<file path="src/rtl/store_pkg.sv">
// Shared store-path opcodes and the queued store entry layout.
package store_pkg;

  localparam logic [1:0] ST_SW  = 2'b00;
  localparam logic [1:0] ST_SH  = 2'b01;
  localparam logic [1:0] ST_SB  = 2'b10;
  localparam logic [1:0] ST_RSV = 2'b11;

  localparam int NUM_LANES = 4;
  localparam int LANE_W    = 8;

  // One queued store: word address, lane-formatted data, byte enables.
  typedef struct packed {
    logic [29:0] addr;
    logic [31:0] wdata;
    logic [3:0]  be;
  } st_entry_t;

endpackage

</file>
<file path="src/rtl/store_lane_fmt.sv">
// Combinational little-endian lane formatter for stores. It replicates the
// source into every lane and picks byte enables from the low address bits.
// Reserved opcodes and misaligned sw/sh are rejected.
module store_lane_fmt
  import store_pkg::*;
(
  input  logic [1:0]  st_op,
  input  logic [1:0]  addr_lo,
  input  logic [31:0] data,
  output logic [31:0] wdata,
  output logic [3:0]  be,
  output logic        reject
);

  // Opcode decode: replicated data, enables and alignment check.
  always_comb begin
    wdata  = data;
    be     = 4'b0000;
    reject = 1'b0;
    case (st_op)
      ST_SW: begin
        wdata  = data;
        be     = 4'b1111;
        reject = (addr_lo != 2'b00);
      end
      ST_SH: begin
        wdata  = {2{data[15:0]}};
        be     = addr_lo[1] ? 4'b1100 : 4'b0011;
        reject = addr_lo[0];
      end
      ST_SB: begin
        wdata  = {NUM_LANES{data[LANE_W-1:0]}};
        be     = 4'b0001 << addr_lo;
        reject = 1'b0;
      end
      default: begin
        wdata  = data;
        be     = 4'b0000;
        reject = 1'b1;
      end
    endcase
  end

endmodule

</file>
<file path="src/rtl/store_buffer.sv">
// Store buffer: formats stores into byte lanes, queues them in a small FIFO
// and drains them in order to memory over valid/ready. Rejected stores still
// complete the request handshake and raise a one-cycle misalign pulse.
module store_buffer
  import store_pkg::*;
#(
  parameter  int DEPTH = 4,
  localparam int CW    = $clog2(DEPTH) + 1
) (
  input  logic          clk,
  input  logic          rst_n,
  input  logic          req_valid,
  output logic          req_ready,
  input  logic [31:0]   req_addr,
  input  logic [31:0]   req_data,
  input  logic [1:0]    STop,
  output logic          mem_valid,
  input  logic          mem_ready,
  output logic [31:0]   mem_addr,
  output logic [31:0]   mem_wdata,
  output logic [3:0]    mem_be,
  output logic          misalign,
  output logic [CW-1:0] count,
  output logic          empty
);

  localparam int AW = $clog2(DEPTH);

  // Pointers carry one extra wrap bit so full and empty are distinguishable.
  logic [AW:0] wr_ptr_q, wr_ptr_d;
  logic [AW:0] rd_ptr_q, rd_ptr_d;
  logic        misalign_q, misalign_d;
  st_entry_t   storage_q [DEPTH];

  logic [31:0] fmt_wdata;
  logic [3:0]  fmt_be;
  logic        fmt_reject;
  logic        full, accept, push, pop;
  st_entry_t   new_entry, head;

  store_lane_fmt u_fmt (
    .st_op   (STop),
    .addr_lo (req_addr[1:0]),
    .data    (req_data),
    .wdata   (fmt_wdata),
    .be      (fmt_be),
    .reject  (fmt_reject)
  );

  assign new_entry = '{addr: req_addr[31:2], wdata: fmt_wdata, be: fmt_be};
  assign head      = storage_q[rd_ptr_q[AW-1:0]];

  // Status flags come only from registered pointers; no path from req_valid
  // or mem_ready into req_ready.
  assign full      = (wr_ptr_q[AW-1:0] == rd_ptr_q[AW-1:0]) && (wr_ptr_q[AW] != rd_ptr_q[AW]);
  assign empty     = (wr_ptr_q == rd_ptr_q);
  assign count     = wr_ptr_q - rd_ptr_q;
  assign req_ready = !full;
  assign mem_valid = !empty;

  assign accept = req_valid && req_ready;
  assign push   = accept && !fmt_reject;
  assign pop    = mem_valid && mem_ready;

  // Outputs are zeroed when nothing is presented so stale entries never leak.
  assign mem_addr  = mem_valid ? {head.addr, 2'b00} : 32'h0;
  assign mem_wdata = mem_valid ? head.wdata : 32'h0;
  assign mem_be    = mem_valid ? head.be : 4'b0000;
  assign misalign  = misalign_q;

  // Next-state for pointers and the reject pulse.
  always_comb begin
    wr_ptr_d   = wr_ptr_q;
    rd_ptr_d   = rd_ptr_q;
    misalign_d = accept && fmt_reject;
    if (push) wr_ptr_d = wr_ptr_q + 1'b1;
    if (pop)  rd_ptr_d = rd_ptr_q + 1'b1;
  end

  // Control state with asynchronous reset; clearing pointers drops all entries.
  always_ff @(posedge clk or negedge rst_n) begin
    if (!rst_n) begin
      wr_ptr_q   <= '0;
      rd_ptr_q   <= '0;
      misalign_q <= 1'b0;
    end else begin
      wr_ptr_q   <= wr_ptr_d;
      rd_ptr_q   <= rd_ptr_d;
      misalign_q <= misalign_d;
    end
  end

  // Entry storage is written at the tail and is deliberately not reset.
  always_ff @(posedge clk) begin
    if (push) storage_q[wr_ptr_q[AW-1:0]] <= new_entry;
  end

endmodule

</file>
<file path="config.mk">
export PLATFORM = sky130hd
export DESIGN_NAME = store_buffer
export DESIGN_NICKNAME = d
export VERILOG_FILES = /design/src/rtl/store_pkg.sv /design/src/rtl/store_lane_fmt.sv /design/src/rtl/store_buffer.sv
export SDC_FILE = /design/constraint.sdc
export NUM_CORES = 1
export LEC_CHECK = 0
export CELL_PAD_IN_SITES_DETAIL_PLACEMENT = 1
export CELL_PAD_IN_SITES_GLOBAL_PLACEMENT = 1
export CORE_AREA = 2 2 156 158
export DETAILED_ROUTE_END_ITERATION = 10
export DIE_AREA = 0 0 158 160
export PLACE_DENSITY = 0.78
export SYNTH_ARGS = -nofsm -noshare
export SYNTH_HDL_FRONTEND = slang
export SYNTH_SLANG_ARGS = --single-unit
</file>
<file path="constraint.sdc">
create_clock -name clk -period 6.3 [get_ports clk]
set_input_delay 1.26 -clock clk [delete_from_list [all_inputs] [get_ports clk]]
set_output_delay 1.26 -clock clk [all_outputs]
set_load 0.005 [all_outputs]
</file>
==> impl_metrics.prom <==
# TYPE chip_impl_metric gauge
chip_impl_info{name="worstSetupPathType",value="register to output pin"} 1
chip_impl_info{name="critical_path.slowest_cell",value="dfrtp_4"} 1
chip_impl_metric{name="post_synth_fa_ha_maj_area_fraction",unit="%"} 1.55
chip_impl_metric{name="place.detailed.hpwl",unit="µm"} 14800
chip_impl_info{name="ys_dominant_reg_cell",value="edfxtp_1"} 1
chip_impl_metric{name="ys_warn_count",unit=""} 0
chip_impl_metric{name="floorplan.rows",unit=""} 57
chip_impl_metric{name="die_area",unit="µm²"} 25300
chip_impl_metric{name="grt_pass1_vias",unit=""} 6237
chip_impl_metric{name="buffer_ports.inserted",unit=""} 142
chip_impl_metric{name="irDropWorstVdd",unit="µV"} 256
chip_impl_metric{name="synth-edff-count",unit=""} 264
chip_impl_metric{name="grt_remaining_overflow",unit=""} 0
chip_impl_metric{name="pre_cts_ws",unit="ns"} 1.82
chip_impl_metric{name="cts_repair_resize_count",unit=""} 0
chip_impl_metric{name="die_width",unit="µm"} 158
chip_impl_info{name="synth.area.top_cells",value="edfxtp_1, mux4_2, and2_1"} 1
chip_impl_metric{name="core-area",unit="µm²"} 23800
chip_impl_metric{name="htree_levels",unit=""} 1
chip_impl_info{name="layout_common_cells",value="edfxtp_1, clkdlybuf4s50_1, and2_1"} 1
chip_impl_metric{name="synth-seq-cells",unit=""} 271
chip_impl_metric{name="clk_transition_reported_paths",unit="ns"} 0.06
chip_impl_info{name="worstSetupEndpointType",value="output pin"} 1
chip_impl_metric{name="sinks_on_clock_net",unit=""} 271
chip_impl_info{name="crit_path_cell_trace",value="inv_1 -> ha_1 -> nand3_2 -> buf_4 -> and2_1 -> clkdlybuf4s50_1"} 1
chip_impl_metric{name="rrSetupSlack",unit="ns"} 2.69
chip_impl_metric{name="fin_crit",unit="ns"} 4.77
chip_impl_metric{name="syn_inst",unit=""} 557
chip_impl_metric{name="power_density",unit="nW/µm²"} 477
chip_impl_metric{name="post_synth_mux_area_share",unit="%"} 13.8
chip_impl_metric{name="finalHoldViolCount",unit=""} 0
chip_impl_metric{name="grt_pass1_wl",unit="µm"} 36200
chip_impl_metric{name="tightestPinTransition",unit="ns"} 1.07
chip_impl_metric{name="stdcell_count",unit=""} 1041
chip_impl_metric{name="cts_post_setup_buffers_inserted",unit=""} 0
chip_impl_metric{name="max_slew_violation_count",unit=""} 0
chip_impl_metric{name="initial_core_util",unit="%"} 46.2
chip_impl_metric{name="total_leakage_power",unit="nW"} 4.48
chip_impl_metric{name="die_y",unit="µm"} 160
chip_impl_info{name="path_delay_family",value="buffers and inverters"} 1
chip_impl_metric{name="antenna_found_initial",unit=""} 0
chip_impl_metric{name="netlist_area",unit="µm²"} 11000
chip_impl_metric{name="path_buf_inv",unit=""} 3
chip_impl_metric{name="routedWlPerCell",unit="µm"} 22.6
chip_impl_metric{name="drt_wl_total",unit="µm"} 23500
chip_impl_metric{name="total_power",unit="W"} 0.00645
chip_impl_info{name="hp-class",value="register to register"} 1
chip_impl_metric{name="tritoncts_buffers",unit=""} 26
chip_impl_metric{name="routabilityCongestion",unit=""} 0.753
chip_impl_info{name="tritoncts",value="done"} 1
chip_impl_info{name="start_kind",value="register"} 1
chip_impl_metric{name="synthToLayoutAreaGrowth",unit="%"} 22.9
chip_impl_metric{name="via_count",unit=""} 5631
chip_impl_metric{name="fin_ws",unit="ns"} 1.53
chip_impl_metric{name="num_io_pins",unit=""} 145
chip_impl_metric{name="synth_async_sr_flop_share",unit="%"} 2.58
chip_impl_metric{name="routed_via_density",unit=""} 5.41
chip_impl_metric{name="synthSimpleGateAreaFrac",unit="%"} 5.44
chip_impl_metric{name="antenna-diode-count",unit=""} 0
chip_impl_metric{name="dp.cells",unit=""} 994
chip_impl_metric{name="timing.critical_path.required",unit="ns"} 5.04
chip_impl_metric{name="synth_top_area_share",unit="%"} 72.1
chip_impl_metric{name="first_iter_violations",unit=""} 402
chip_impl_metric{name="route.detailed.drc",unit=""} 0
chip_impl_metric{name="maxClockFrequency",unit="MHz"} 210
chip_impl_metric{name="cp_max_fo",unit=""} 70
chip_impl_metric{name="timing.clock.skew",unit="ns"} 0.0129
chip_impl_info{name="rsz0062_at_grt",value="false"} 1
chip_impl_metric{name="relSlewSlack",unit="%"} 28.6
chip_impl_info{name="outcome",value="completed"} 1
chip_impl_metric{name="critical_path_arrival",unit="ns"} 3.51
chip_impl_metric{name="maxCapViolCount",unit=""} 0
chip_impl_info{name="synthDominantAreaCellType",value="edfxtp_1"} 1
chip_impl_metric{name="grt_usage",unit="%"} 19.0
chip_impl_metric{name="layout.nets",unit=""} 781
chip_impl_metric{name="period_share",unit="%"} 75.7
chip_impl_info{name="synth_top_family_by_area",value="multiplexers"} 1
chip_impl_metric{name="setup_violations",unit=""} 0
chip_impl_metric{name="drive_above_1_share",unit="%"} 16.3
chip_impl_metric{name="maximum_number_of_pins_on_one_net_before_global_route_repair",unit=""} 71
chip_impl_metric{name="synth_compound_area_share",unit="%"} 2.53
chip_impl_metric{name="clock_latency",unit="ns"} 0.52
chip_impl_metric{name="yosysSeqAreaShare",unit="%"} 73.7
chip_impl_metric{name="route.antenna.remaining_nets",unit=""} 0
chip_impl_metric{name="cpPeakStageDelay",unit="ns"} 1.12
chip_impl_metric{name="clock_path_buffers",unit=""} 3
chip_impl_info{name="clk_root_buffer_cell",value="clkbuf_16"} 1
chip_impl_metric{name="cts.hold.buffers_added",unit=""} 0
chip_impl_metric{name="first_pass_iters",unit=""} 4
chip_impl_metric{name="syn-mean-instance-area",unit="µm²"} 19.7
chip_impl_metric{name="synthXorXnorAreaFrac",unit="%"} 0.398
chip_impl_metric{name="fin_setup_tns",unit="ns"} 0
chip_impl_metric{name="yosys.cell_types.count",unit=""} 33
chip_impl_info{name="layout.cells.most_common",value="edfxtp_1"} 1
[cell usage after synthesis (2+ instances only)]
cell type  count
o22ai_1        9
a21oi_1       12
mux4_2        66
nor2b_1        2
ha_1          12
a22o_1         8
edfxtp_1     264
inv_1         17
dfrtp_1        7
nor2_1        17
buf_2          7
xnor2_1        5
mux2_2         2
clkbuf_1      17
and2_1        70
buf_4          3
a22oi_1        8
nand2_1       12
buf_12         4
nand3_1        2
[worst register-to-register path, stage by stage (launching register included)]
cell and delay (ns):
dfrtp_4 1.12, inv_1 0.15, ha_1 0.36, nand2_1 0.12, o21ai_1 0.12, a21oi_1 0.41
and2_4 0.90
[through the flow]
stage	hold slack, ns	utilization, %	instance area [µm²]
floorplan	0.484	-	11000
global placement	0.521	53.2	12700
detailed placement	0.547	53.2	12700
CTS	0.561	56.7	13500
global route	0.592	56.7	13500
finish	0.556	56.7	13500
[logic make-up (layout without fill, tap and decap cells)]
family / after synthesis / in the layout
multiplexers: 69 / 69
buffers and inverters: 50 / 209
adder cells (fa/ha/maj): 13 / 13
AO/OA/AOI/OAI: 41 / 41
other: 1 / 2
flip-flops: 271 / 271
XOR/XNOR: 5 / 5
AND/OR/NAND/NOR: 107 / 107
[layer usage]
| layer | track usage, % | wire (µm) | vias to the layer above |
|---|---|---|---|
| met1 | 26.4 | 9980 | 2919 |
| met4 | 4.91 | 475 | 0 |
| met3 | 3.09 | 1330 | 36 |
| met2 | 31.5 | 11700 | 206 |
| li1 | - | - | 2470 |
| met5 | 0 | 0 | - |
[where the power goes]
part           leakage (nW)  internal (W)  switching (W)
logic                  1.58       0.00147       0.000891
registers              2.49       0.00230       0.000251
clock network         0.408      0.000904       0.000628
total                  4.48       0.00468        0.00177
[final timing paths]
| path | start | depth (start not counted) | endpoint |
|---|---|---|---|
| setup / recovery | rd_ptr_q[1]$_DFFE_PN0P_ | 6 | mem_addr[9] |
| hold / removal | rd_ptr_q[2]$_DFFE_PN0P_ | 1 | rd_ptr_q[2]$_DFFE_PN0P_ |
| setup reg to reg | rd_ptr_q[1]$_DFFE_PN0P_ | 6 | storage_q[0][53]$_DFFE_PP_ |
| hold reg to reg | rd_ptr_q[2]$_DFFE_PN0P_ | 1 | rd_ptr_q[2]$_DFFE_PN0P_ |
| max in group asynchronous | rst_n | 1 | rd_ptr_q[0]$_DFFE_PN0P_ |
| min in group asynchronous | rst_n | 1 | rd_ptr_q[1]$_DFFE_PN0P_ |
[flip-flops by register name (all words and copies together), names as in the netlist]
signal,cells
rd_ptr_q,3
misalign,1
wr_ptr_q,3
storage_q,264
[final cells by class]
| type | count | area (µm²) |
|---|---|---|
| clock inverter | 14 | 145 |
| multi-input combinational | 237 | 2630 |
| fill | 2157 | 10300 |
| clock buffer | 33 | 698 |
| timing repair buffer | 145 | 1460 |
| inverter | 17 | 63.8 |
| sequential | 271 | 8110 |
| tap | 324 | 405 |
No activity file was read; power rests on OpenSTA's default activity.
==> edit 1, RTL diff (config.mk and constraints unchanged) <==
Put a register stage on the output `count`. The value now appears one clock later. The other outputs are not delayed to match.
--- a/src/rtl/store_buffer.sv
+++ b/src/rtl/store_buffer.sv
@@ -55,5 +55,7 @@
   assign full      = (wr_ptr_q[AW-1:0] == rd_ptr_q[AW-1:0]) && (wr_ptr_q[AW] != rd_ptr_q[AW]);
   assign empty     = (wr_ptr_q == rd_ptr_q);
-  assign count     = wr_ptr_q - rd_ptr_q;
+  always_ff @(posedge clk) begin
+    count <= wr_ptr_q - rd_ptr_q;
+  end
   assign req_ready = !full;
   assign mem_valid = !empty;
Formal check against the unedited RTL: not equivalent (Yosys sat finds a counterexample within 4 cycles, from zero or initial values and one cycle with rst_n low).
==> edit 1 against the unedited design <==
Sequential cell count increased by 3; power increased by 2.2%; critical endpoint is now mem_wdata[23]; cell count increased by 0.48%; via count decreased by 0.28%; register-to-register slack improved by 0.14 ns; global-route usage increased by 0.43 points; setup slack got worse by 0.029 ns; routed wire length increased by 1.9%; design area increased by 1.1%; first-iteration DRC count decreased by 11%; critical path depth unchanged; sequential power increased by 2%; synthesized area increased by 0.52%; sequential share of layout area decreased by 0.22 points.
==> edit 1: results (changes against the unedited design) <==
.. list-table::
   :header-rows: 1

   * - Metric
     - Value
   * - Outcome
     - completed
   * - Length of routed wiring on met1
     - 10.4 mm (+4.6%)
   * - Part of the total power dissipated in sequential elements
     - 0.395 (about the same)
   * - Proportion of synthesized flip-flops having asynchronous set or reset
     - 0.0255 (-0.000283)
   * - Leak Pwr
     - 4.55 nW (+1.7%)
   * - Adder and majority gate portion of the synthesized area
     - 0.0154 (-0.0000806)
   * - Capturing point of the worst reg2reg path
     - storage_q[1][13]
   * - Routed wl met3
     - 1.40 mm (+5.6%)
   * - Skew-Pair Late Insertion Delay
     - 0.54 ns (+0.02 ns)
   * - Reg2Reg Setup Slack
     - 2.83 ns (+0.14 ns)
   * - Capture point of the worst path
     - mem_wdata[23]
   * - Number of global-route vias before repair
     - 6124 (-1.8%)
   * - Headroom to the max-slew limit
     - 0.308 (+0.0215)
   * - Post-synthesis mux area share
     - 0.137 (-0.000719)
   * - Worst-case setup slack after placement
     - 1.62 ns (-0.195 ns)
   * - Filler cell count
     - 2152 (-0.23%)
   * - Met1 Use GR
     - 0.277 (+0.0128)
   * - Combinational share of power
     - 0.353 (-0.013)
   * - Max IR drop VDD
     - 0.000279 V (+9.1%)
   * - GRT Util Overall
     - 0.194 (+0.00432)
   * - HPWL reported at the end of detailed placement
     - 14.8 mm (+0.18%)
   * - GRT met2 Usage
     - 0.313 (-0.00217)
   * - Number of antenna violations at the first check in global routing
     - 1 (+1)
   * - Detailed-routed wire length on met2
     - 11.7 mm (-0.32%)
   * - Number of buffers inserted during clock tree synthesis
     - 28 (+7.7%)
   * - Power consumption
     - 6.59 mW (+2.2%)
   * - Global-route wire length before repair
     - 36.6 mm (+1.1%)
   * - Compound-Gate Fraction of Synth Area
     - 0.0249 (-0.000358)
   * - Unique cell type count in the Yosys netlist
     - 35 (+6.1%)
[edit 1: cell types whose count changed after synthesis]
cell / change
sky130_fd_sc_hd__and3_1: +1
sky130_fd_sc_hd__dfxtp_1: +3
sky130_fd_sc_hd__buf_2: -1
sky130_fd_sc_hd__a21oi_1: -1
sky130_fd_sc_hd__or3_1: -1
sky130_fd_sc_hd__o21ai_1: -1
sky130_fd_sc_hd__o31ai_1: +1
sky130_fd_sc_hd__or2_1: +1
sky130_fd_sc_hd__clkbuf_2: +1
sky130_fd_sc_hd__or2_2: -1
[edit 1: cell type report]
type / instances / area share
Tap cell: 324 / 0.0297
Multi-Input combinational cell: 236 / 0.192
Timing Repair Buffer: 145 / 0.107
Inverter: 17 / 0.00467
Clock inverter: 11 / 0.00962
Sequential cell: 274 / 0.598
Clock buffer: 39 / 0.0589
==> edit 2, RTL diff (same flow settings) <==
Without the edit above. Make the reset (`rst_n`) synchronous in one clocked block. Comments in the files are not updated.
--- a/src/rtl/store_buffer.sv
+++ b/src/rtl/store_buffer.sv
@@ -79,5 +79,5 @@
 
   // Control state with asynchronous reset; clearing pointers drops all entries.
-  always_ff @(posedge clk or negedge rst_n) begin
+  always_ff @(posedge clk) begin
     if (!rst_n) begin
       wr_ptr_q   <= '0;
Behaviour: differs if rst_n is asserted again (counterexample within 4 cycles, from zero or initial values and one cycle with rst_n low); with rst_n held inactive, the same outputs for 4 cycles.
==> edit 2 against the unedited design <==
Critical path depth grew 1; clock skew decreased by 0.0061 ns; design area up 0.34%; synthesized area increased by 0.15%; sequential cell count increased by 2; worst hold slack got worse by 0.027 ns; setup slack better by 0.088 ns; core utilization increased by 0.19 points; routed wire length rose by 2.6%; global-route usage grew 0.57 points.
Power is not compared: it rests on default switching activity, and its combinational part moved more than twofold at a synthesized area within 25%.
==> edit 2: results (changes against the unedited design) <==
.. list-table::
   :header-rows: 1

   * - Metric
     - Value
   * - Outcome
     - completed
   * - Via-to-Cell Ratio
     - 5.48 (+1.4%)
   * - Number of nets in the layout
     - 794 (+1.7%)
   * - Capture point of the worst path
     - mem_wdata[4]
   * - Capturing point of the worst reg2reg path
     - storage_q[0][45]
   * - Filler cell count
     - 2180 (+1.1%)
   * - Level count of the clock H-tree
     - 1 (unchanged)
   * - Instance area at placement
     - 12700 um^2 (+0.39%)
   * - Kind of cell adding the most delay to the critical path
     - simple AND/OR/NAND/NOR gates
   * - Synth top cells by count
     - 264 x sky130_fd_sc_hd__edfxtp_1, 68 x sky130_fd_sc_hd__nor2b_1, 66 x sky130_fd_sc_hd__mux4_2, 20 x sky130_fd_sc_hd__nor2_1, 18 x sky130_fd_sc_hd__inv_1
   * - Post-synthesis area per instance
     - 19.4 um^2 (-1.8%)
   * - HPWL reported at the end of detailed placement
     - 15.1 mm (+2.5%)
   * - Logic depth of the worst register-to-register path
     - 5 (-1)
   * - Global-route wire length before repair
     - 36.9 mm (+2.0%)
   * - Proportion of synthesized flip-flops having asynchronous set or reset
     - 0 (-0.0258)
   * - Skew final
     - 0.00685 ns (-0.00607 ns)
   * - Reg2Reg Setup Slack
     - 3.55 ns (+0.86 ns)
   * - Post-CTS Setup Repair Bufs
     - 0 (unchanged)
   * - Worst-case setup slack after placement
     - 2.00 ns (+0.181 ns)
   * - Largest net degree at the start of global routing
     - 68 (-4.2%)
   * - Layout cells sized above 1
     - 0.155 (-0.00796)
   * - Routed wire length
     - 24.1 mm (+2.6%)
   * - Largest incremental delay on the critical path
     - 0.87 ns (-0.25 ns)
   * - Final weighted congestion in routability-driven placement
     - 0.789 (+4.7%)
   * - Transition time at the pin with the least slew margin
     - 1.14 ns (+0.0663 ns)
   * - TritonRoute pass-1 iters
     - 5 (+1)
   * - Max IR drop VDD
     - roughly 0.00017 V
   * - Number of buffers inserted during clock tree synthesis
     - 27 (+3.8%)
   * - Final period demand of the worst path
     - 4.68 ns (-0.0881 ns)
   * - Overflow left after global routing
     - 0 (unchanged)
   * - Cell type of the slowest stage on the worst timing path
     - sky130_fd_sc_hd__nor2_4
   * - DRC violation total after the first TritonRoute iteration
     - 328 (-18%)
[edit 2: cell count changes in the layout (fill, tap and decap cells not counted), sizes merged, moves of 3 or more]
| cell | before | now |
|---|---|---|
| and2 | 70 | 7 |
| dfrtp | 7 | 0 |
| dfxtp | 0 | 9 |
| nor2 | 17 | 21 |
| nor2b | 2 | 68 |
| xnor2 | 5 | 2 |
[edit 2: worst min-delay path by stage]
stage	startpoint	end	slack, ns	cells past startpoint
detailed placement	wr_ptr_q[2]	wr_ptr_q[2]	0.52	2
finish	wr_ptr_q[0]	wr_ptr_q[0]	0.53	2
CTS	wr_ptr_q[0]	wr_ptr_q[0]	0.54	2
global placement	wr_ptr_q[2]	wr_ptr_q[2]	0.48	2
global route	wr_ptr_q[2]	wr_ptr_q[2]	0.56	2
floorplan	wr_ptr_q[2]	wr_ptr_q[2]	0.47	2
[edit 2: kinds of logic (layout without fill, tap and decap cells)]
logic type	count (synthesis)	count (layout)	synth area share
fa+ha+maj	13	13	0.0155
other cells	1	2	0.000341
buf+inv	50	209	0.0222
flops	273	273	0.736
simple gates	114	114	0.0570
xor+xnor	4	4	0.00386
compound gates	44	44	0.0272
mux	69	69	0.138
[edit 2: metal layers]
| layer | wire length [um] | vias up | GRT usage |
|---|---|---|---|
| met2 | 12100 | 231 | 0.328 |
| li1 | - | 2510 | - |
| met1 | 9960 | 2985 | 0.266 |
| met4 | 516 | 0 | 0.0549 |
| met5 | 0 | - | 0 |
| met3 | 1540 | 43 | 0.0328 |
[edit 2: worst reg2reg max path, stage by stage (launching register included)]
cell	delay (ns)
sky130_fd_sc_hd__dfxtp_1	0.39
sky130_fd_sc_hd__inv_1	0.11
sky130_fd_sc_hd__ha_1	0.36
sky130_fd_sc_hd__a31o_1	0.31
sky130_fd_sc_hd__nor2_1	0.27
sky130_fd_sc_hd__and2_4	0.89
[edit 2: power by group]
part	internal (mW)	total, mW	switching, mW
sequential	2.07	2.14	0.0683
combinational	0.453	0.778	0.325
clock	0.905	1.54	0.640
[edit 2: cell type report]
class,instances,area (um^2),share of cell area
inverter,18,67.6,0.00498
timing repair buffer,145,1440,0.107
multi-input combinational,246,2680,0.198
tap,324,405,0.0299
clock inverter,13,143,0.0105
clock buffer,33,698,0.0515
sequential,273,8120,0.599
